`config.mk`:
```
export PLATFORM = sky130hd
export DESIGN_NAME = neg_serial_unit
export DESIGN_NICKNAME = d
export VERILOG_FILES = /design/src/rtl/neg_serial_unit.sv
export SDC_FILE = /design/constraint.sdc
export NUM_CORES = 1
export LEC_CHECK = 0
export CAP_MARGIN = 20
export CORE_MARGIN = 1
export CORE_UTILIZATION = 49
export DETAILED_ROUTE_END_ITERATION = 12
export GPL_ROUTABILITY_DRIVEN = 0
export GPL_TIMING_DRIVEN = 0
export PLACE_DENSITY_LB_ADDON = 0.05
export SLEW_MARGIN = 20
export SYNTH_ARGS = -nofsm -noshare
export SYNTH_HDL_FRONTEND = slang
export SYNTH_SLANG_ARGS = --single-unit
```
`constraint.sdc`:
```
create_clock -name clock -period 2 [get_ports clock]
set_input_delay 0.4 -clock clock [delete_from_list [all_inputs] [get_ports clock]]
set_output_delay 0.4 -clock clock [all_outputs]
set_load 0.02 [all_outputs]
```
`src/rtl/neg_serial_unit.sv`:
```
// neg_serial_unit: digit-serial two's-complement NEG/ABS/PASS/NOT unit with a start/done handshake.
// Defining NEG_SERIAL_ZERO_FLAG_EN adds the zf (result == 0) output.
module neg_serial_unit #(
  parameter int WIDTH = 32,
  parameter int DIGIT = 4
) (
  input  logic             clock,
  input  logic             clear,
  input  logic             start,
  input  logic [1:0]       mode,
  input  logic [WIDTH-1:0] Ra,
  output logic             busy,
  output logic             done,
  output logic [WIDTH-1:0] Rz,
  output logic             ovf
`ifdef NEG_SERIAL_ZERO_FLAG_EN
  ,
  output logic             zf
`endif
);

  localparam int N  = WIDTH / DIGIT;
  localparam int CW = (N > 1) ? $clog2(N) : 1;
  localparam logic [CW-1:0]    LAST     = CW'(N - 1);
  localparam logic [1:0]       MODE_NEG = 2'b00;
  localparam logic [1:0]       MODE_ABS = 2'b01;
  localparam logic [1:0]       MODE_NOT = 2'b11;
  localparam logic [WIDTH-1:0] MOST_NEG = {1'b1, {(WIDTH-1){1'b0}}};

  typedef enum logic [1:0] {
    IDLE = 2'b00,
    RUN  = 2'b01,
    DONE = 2'b10
  } state_t;

  state_t           state_r, state_nxt_s;
  logic [WIDTH-1:0] opnd_r;
  logic             inv_r, carry_r, ovf_pend_r;
  logic [CW-1:0]    cnt_r;
  logic [DIGIT-1:0] digit_s;
  logic [DIGIT:0]   sum_s;
  logic [WIDTH-1:0] rz_nxt_s;
  logic             last_s;
  logic             inv_start_s, carry_start_s, ovf_start_s;

  // Per-request flags derived from the operand and mode presented with start.
  always_comb begin
    inv_start_s   = (mode == MODE_NEG) | (mode == MODE_NOT) | ((mode == MODE_ABS) & Ra[WIDTH-1]);
    carry_start_s = (mode == MODE_NEG) | ((mode == MODE_ABS) & Ra[WIDTH-1]);
    ovf_start_s   = ((mode == MODE_NEG) | (mode == MODE_ABS)) & (Ra == MOST_NEG);
  end

  // One digit of the ripple: conditional invert plus incoming carry.
  always_comb begin
    digit_s  = inv_r ? ~opnd_r[DIGIT-1:0] : opnd_r[DIGIT-1:0];
    sum_s    = {1'b0, digit_s} + {{DIGIT{1'b0}}, carry_r};
    rz_nxt_s = {sum_s[DIGIT-1:0], Rz[WIDTH-1:DIGIT]};
    last_s   = (cnt_r == LAST);
  end

  // Next-state logic.
  always_comb begin
    state_nxt_s = state_r;
    case (state_r)
      IDLE: begin
        if (start) state_nxt_s = RUN;
        else       state_nxt_s = IDLE;
      end
      RUN: begin
        if (last_s) state_nxt_s = DONE;
        else        state_nxt_s = RUN;
      end
      DONE:    state_nxt_s = IDLE;
      default: state_nxt_s = IDLE;
    endcase
  end

  // State, datapath and registered handshake outputs.
  always_ff @(posedge clock) begin
    if (clear) begin
      state_r    <= IDLE;
      busy       <= 1'b0;
      done       <= 1'b0;
      Rz         <= {WIDTH{1'b0}};
      ovf        <= 1'b0;
      opnd_r     <= {WIDTH{1'b0}};
      inv_r      <= 1'b0;
      carry_r    <= 1'b0;
      ovf_pend_r <= 1'b0;
      cnt_r      <= {CW{1'b0}};
    end else begin
      state_r <= state_nxt_s;
      busy    <= (state_nxt_s != IDLE);
      done    <= (state_nxt_s == DONE);
      case (state_r)
        IDLE: begin
          if (start) begin
            opnd_r     <= Ra;
            inv_r      <= inv_start_s;
            carry_r    <= carry_start_s;
            ovf_pend_r <= ovf_start_s;
            cnt_r      <= {CW{1'b0}};
            ovf        <= 1'b0;
          end
        end
        RUN: begin
          Rz      <= rz_nxt_s;
          opnd_r  <= opnd_r >> DIGIT;
          carry_r <= sum_s[DIGIT];
          cnt_r   <= cnt_r + CW'(1);
          // The carry out of the top digit is simply dropped on the last step.
          if (last_s) ovf <= ovf_pend_r;
        end
        DONE:    ;
        default: ;
      endcase
    end
  end

`ifdef NEG_SERIAL_ZERO_FLAG_EN
  // Zero flag captured on the same edge the final digit lands in Rz.
  always_ff @(posedge clock) begin
    if (clear) begin
      zf <= 1'b0;
    end else if ((state_r == IDLE) && start) begin
      zf <= 1'b0;
    end else if ((state_r == RUN) && last_s) begin
      zf <= (rz_nxt_s == {WIDTH{1'b0}});
    end else begin
      zf <= zf;
    end
  end
`else
  // Zero detection is not built in this configuration.
`endif

endmodule

```
==> impl_metrics.py, run 1 <==
metrics = {
    "layout": {
        "final_cell_mix": "75 x dfxtp_1, 71 x clkdlybuf4s50_1, 64 x nand2_1",
        "antenna_cells": 0,
        "areaGrowthSynthToFinish_pct": 33.3,
        "multiInputGateArea_mm2": 0.00137,
        "layout.nets": 483,
        "drive_above_1_share_pct": 8.76,
        "fill_cells": 531,
        "finalNonFillerCells": 520,
        "final_common_cell": "dfxtp_1",
        "fin_util_pct": 68.1,
        "ff_latch_area_mm2": 0.00150,
    },
    "clocking": {
        "cts_tree": "done",
        "ctsHoldBuffers": 0,
        "clk_pin_slew_ns": 0.08,
        "htreeDepth": 3,
        "cts_sinks": 75,
        "clk_latency_ns": 0.34,
        "cts-root-buf": "clkbuf_8",
        "cts_buffers": 9,
        "cts_buffer_depth": 2,
        "post_cts.repair.setup_buffers": 0,
        "cts.repair.resized": 0,
    },
    "floorplanning": {
        "start_util_pct": 51.1,
        "die_w_um": 80.8,
        "rows": 28,
        "die-area_mm2": 0.00653,
        "die-height_um": 80.8,
        "ios": 72,
        "coreArea_mm2": 0.00596,
    },
    "placed_design": {
        "io_buffers": 71,
        "placed_cells": 504,
        "dp_hpwl_um": 5470,
        "dp_slack_ns": -0.0685,
    },
    "route": {
        "via_per_inst": 5.51,
        "drt.antenna.violating_nets": 0,
        "firstDrtPassIters": 4,
        "wl_per_cell_um": 14.4,
        "drt-initial-drc-count": 96,
        "route.vias.total": 2867,
        "drc_errors": 0,
        "drt-total-wl_um": 7490,
    },
    "logic_synthesis": {
        "synthAdderAreaFrac_pct": 2.47,
        "synth_xor_area_share_pct": 1.15,
        "yosys_warnings": 0,
        "synth.net_count": 401,
        "synth.area.mux_share_pct": 0,
        "yosys_register_bits": 75,
        "synth_area_mm2": 0.00304,
        "async_reset_ff_share_pct": 0,
        "synth_simple_gate_area_share_pct": 18.6,
        "yosysUniqueCellTypes": 35,
        "synth_top_family_by_area": "compound AO/OA/AOI/OAI gates",
        "yosysSeqAreaShare_pct": 49.3,
        "syn_inst": 358,
        "yosys_most_used_dff": "dfxtp_1",
        "synth_compound_area_share_pct": 22.7,
        "synth-edff-count": 0,
        "postSynthAreaPerCell_um2": 8.50,
    },
    "power": {
        "seq_power_share_pct": 49.2,
        "combPwrFrac_pct": 12.8,
        "sw_frac_of_total_pct": 24.8,
        "total_power_mw": 3.28,
        "peakVddDrop_mv": 0.503,
        "p_switching_mw": 0.815,
        "p_int_mw": 2.46,
        "pwr-share-clk_pct": 37.9,
        "p_per_area_mw_per_mm2": 808,
        "p_leak_nw": 1.45,
    },
    "sta": {
        "hold_viol": 0,
        "skew_ns": 0.00777,
        "post-route-min-period_ns": 1.76,
        "tightestPinTransition_ns": 0.545,
        "relSlewSlack_pct": 63.3,
        "fin_ws_ns": 0.240,
        "finalCritPeriodShare_pct": 88.0,
        "maxSlewViolCount": 0,
        "setup_viol": 0,
        "fin_setup_tns_ns": 0,
        "fmax_mhz": 568,
        "rsz0062_at_grt": "no",
    },
    "worst_setup_path": {
        "critical_path.max_stage_delay_ns": 0.62,
        "worst-path-buf-inv": 1,
        "cp_cell_sequence": "clkdlybuf4s50_1",
        "worst_ep_required_time_ns": 1.60,
        "cp.arrival_ns": 1.36,
        "cp_top_family": "buffers and inverters",
        "r2r_end": "Rz[31]$_SDFFE_PP0N_",
        "worst_setup_path_start_kind": "flop",
        "r2r-start": "inv_r$_SDFFE_PP0P_",
        "reg2reg_depth": 7,
        "reg2reg_slack_ns": 0.38,
        "path_class": "reg -> out",
        "slowest_stage": "clkdlybuf4s50_1",
        "cp-end-kind": "output pin",
        "cp_max_fo": 3,
    },
    "global_route": {
        "antenna_found_initial": 0,
        "grt_max_degree": 13,
        "grt_pass1_vias": 2694,
        "grt_pass1_wl_um": 12200,
        "overflow": 0,
        "grt_usage_pct": 24.3,
    },
    "job": {
        "maxCapViolations": 0,
    },
    "hold_path": {
        "hold_class": "reg -> reg",
        "min_from": "Rz[1]$_SDFFE_PP0N_",
        "worst_hold_path.endpoint": "Rz[1]$_SDFFE_PP0N_",
        "hold_depth": 2,
    },
    "outcome": {
        "status": "finished, final reports clean",
    },
}
[worst max-delay path by stage]
stage | from | endpoint | slack, ns | depth (start not counted)
finish | Rz[28]$_SDFFE_PP0N_ | Rz[28] | 0.24 | 1
global route | clear | cnt_r[1]$_SDFFE_PP0P_ | 0.16 | 4
CTS | Rz[28]$_SDFFE_PP0N_ | Rz[28] | 0.23 | 1
detailed placement | clear | cnt_r[2]$_SDFFE_PP0P_ | -0.07 | 4
global placement | clear | Rz[6]$_SDFFE_PP0N_ | -0.03 | 4
floorplan | inv_r$_SDFFE_PP0P_ | Rz[31]$_SDFFE_PP0N_ | 0.46 | 7
[area by class of cell]
class / instances / share of cell area (%)
Clock buffer: 11 / 3.24
Tap cell: 75 / 2.31
Timing Repair Buffer: 71 / 17.5
Inverter: 6 / 0.555
Clock inverter: 5 / 1.91
Buffer: 29 / 3.76
Multi-Input combinational cell: 248 / 33.7
Sequential cell: 75 / 37.0
[registers in the layout (all words and copies together) (netlist names)]
signal and count:
Rz 32, busy 1, carry_r 1, cnt_r 3, done 1, inv_r 1, opnd_r 32, ovf 1
ovf_pend_r 1, state_r 2
[per-layer routing]
| layer | GRT usage (%) | share of wire, % | vias to the layer above |
|---|---|---|---|
| met1 | 30.0 | 45 | 1352 |
| met4 | 9.29 | 1.3 | 0 |
| met2 | 42.0 | 50 | 74 |
| met3 | 4.38 | 3.7 | 11 |
| met5 | 0 | 0 | - |
| li1 | - | - | 1430 |
[Yosys cell counts (2+ instances only)]
cell      count  area share (%)
buf_2        14             2.3
o22ai_1      28             5.8
buf_6         2            0.74
nor4_1        6             1.2
xnor2_1       2            0.58
a221oi_1      2            0.58
nor3_1        2            0.33
buf_4         3            0.74
a22oi_1       6             1.5
nand2b_1      3            0.62
nor2_1       41             5.1
nand2_1      64             7.9
xor2_1        2            0.58
o21ai_0       3            0.49
buf_1         3            0.37
dfxtp_1      75              49
a211oi_1     27             6.7
nor2_4        2            0.74
nor3b_1       3            0.74
clkbuf_1      7            0.86
ha_1          6             2.5
a21oi_1      39             6.4
inv_1         6            0.74
[through the flow]
| stage | area, um^2 | hold WS (ns) |
|---|---|---|
| 6_report | 4060 | 0.463 |
| 5_1_grt | 4060 | 0.487 |
| 4_1_cts | 4060 | 0.465 |
| 3_3_place_gp | 3850 | 0.444 |
| 3_5_place_dp | 3850 | 0.454 |
| 2_1_floorplan | 3040 | 0.447 |
[kinds of logic (layout without fill, tap and decap cells)]
group | after synthesis | in the layout
compound gates | 109 | 109
fa+ha+maj | 6 | 6
flops | 75 | 75
buf+inv | 35 | 122
simple gates | 129 | 129
xor+xnor | 4 | 4
[power groups by stage]
stage               sequential (mW)  combinational, mW  clock, mW
detailed placement             1.65              0.419          0
global placement               1.64              0.413          0
finish                         1.61              0.421       1.24
floorplan                      1.65              0.238          0
global route                   1.62              0.464       1.32
CTS                            1.61              0.421       1.25
(Power assumes the default switching activity.)
==> inputs of run 2 (changes only) <==
- CORE_UTILIZATION: 49 -> 45
==> impl_metrics.py, run 2 (same netlist as run 1, synthesis figures left out) <==
metrics = {
    "route": {
        "drt-initial-drc-count": 111,
        "via_per_inst": 5.52,
        "drt-total-wl_um": 7610,
        "wl_per_cell_um": 14.6,
        "drt.antenna.violating_nets": 0,
        "firstDrtPassIters": 9,
        "drc_errors": 8,
        "route.vias.total": 2880,
    },
    "global_route": {
        "grt_pass1_wl_um": 12400,
        "grt_max_degree": 13,
        "overflow": 0,
        "grt_pass1_vias": 2608,
        "antenna_found_initial": 0,
        "grt_usage_pct": 22.3,
    },
    "worst_setup_path": {
        "worst_setup_path_start_kind": "flop",
        "cp_max_fo": 3,
        "cp.arrival_ns": 1.36,
        "path_class": "reg -> out",
        "critical_path.max_stage_delay_ns": 0.62,
        "cp_cell_sequence": "clkdlybuf4s50_1",
        "worst-path-buf-inv": 1,
        "worst_ep_required_time_ns": 1.60,
        "slowest_stage": "clkdlybuf4s50_1",
        "cp-end-kind": "output pin",
        "cp_top_family": "buffers and inverters",
    },
    "outcome": {
        "failed_checks": "design-rule violations",
        "status": "finished with violations",
    },
    "clocking": {
        "ctsHoldBuffers": 0,
        "cts-root-buf": "clkbuf_8",
        "htreeDepth": 3,
        "post_cts.repair.setup_buffers": 0,
        "cts_tree": "done",
        "cts_buffer_depth": 2,
        "clk_pin_slew_ns": 0.08,
        "cts.repair.resized": 0,
        "cts_sinks": 75,
        "clk_latency_ns": 0.35,
        "cts_buffers": 9,
    },
    "power": {
        "total_power_mw": 3.21,
        "p_leak_nw": 1.45,
        "p_per_area_mw_per_mm2": 792,
        "peakVddDrop_mv": 0.444,
    },
    "sta": {
        "fin_ws_ns": 0.237,
        "setup_viol": 0,
        "fin_setup_tns_ns": 0,
        "post-route-min-period_ns": 1.76,
        "relSlewSlack_pct": 62.7,
        "tightestPinTransition_ns": 0.554,
        "fmax_mhz": 567,
        "skew_ns": 0.00429,
        "maxSlewViolCount": 0,
        "finalCritPeriodShare_pct": 88.2,
        "hold_viol": 0,
        "rsz0062_at_grt": "no",
    },
    "layout": {
        "areaGrowthSynthToFinish_pct": 32.9,
        "ff_latch_area_mm2": 0.00150,
        "top_regs": "Rz: 32 flops, opnd_r: 32 flops, cnt_r: 3 flops",
        "final_common_cell": "dfxtp_1",
        "multiInputGateArea_mm2": 0.00137,
        "final_cell_mix": "75 x dfxtp_1, 71 x clkdlybuf4s50_1, 64 x nand2_1",
        "layout.nets": 483,
        "fill_cells": 615,
        "fin_util_pct": 63.0,
        "finalNonFillerCells": 522,
        "antenna_cells": 0,
        "drive_above_1_share_pct": 8.99,
    },
    "floorplanning": {
        "start_util_pct": 47.4,
        "coreArea_mm2": 0.00642,
        "ios": 72,
        "die-height_um": 84.3,
        "die_w_um": 84.3,
        "die-area_mm2": 0.00710,
        "rows": 29,
    },
    "placed_design": {
        "dp_slack_ns": -0.0915,
        "placed_cells": 506,
        "io_buffers": 71,
        "dp_hpwl_um": 5540,
    },
    "hold_path": {
        "hold_class": "reg -> reg",
    },
    "job": {
        "maxCapViolations": 0,
    },
}
-- run 2: cell types whose count changed in the layout (fill, tap and decap cells not counted) --
cell	change
clkinv_2	+1
clkbuf_8	+1
bufinv_16	-1
clkbuf_1	-1
-- run 2: layout make-up --
cell class | instances | share of cell area, %
well taps | 77 | 2.38
clock inverters | 5 | 1.30
flip-flops and latches | 75 | 37.1
plain buffers | 29 | 3.77
repair buffers | 71 | 17.6
clock buffers | 11 | 3.50
multi-input cells | 248 | 33.8
inverters | 6 | 0.557
-- run 2: per-stage QoR --
step	area, um^2	hold WS [ns]
final	4050	0.456
after global routing	4050	0.482
after detailed placement	3850	0.446
after global placement	3850	0.442
after CTS	4050	0.458
after floorplan	3040	0.447
-- run 2: worst paths after layout --
kind	from	endpoint	slack [ns]	depth (start not counted)
min reg2reg	Rz[3]$_SDFFE_PP0N_	Rz[3]$_SDFFE_PP0N_	0.46	2
max reg2reg	inv_r$_SDFFE_PP0P_	Rz[31]$_SDFFE_PP0N_	0.37	7
min	Rz[3]$_SDFFE_PP0N_	Rz[3]$_SDFFE_PP0N_	0.46	2
max	Rz[29]$_SDFFE_PP0N_	Rz[29]	0.24	1
-- run 2: routing by layer --
layer	track usage [%]	vias to the layer above	wire length, um
li1	-	1434	-
met1	27.9	1343	3480
met2	37.7	91	3590
met3	3.24	12	378
met4	11.0	0	150
met5	0	-	0
-- run 2: report_power, final --
part	switching, mW	internal [mW]
registers	0.0484	1.57
clock network	0.564	0.604
logic	0.225	0.198
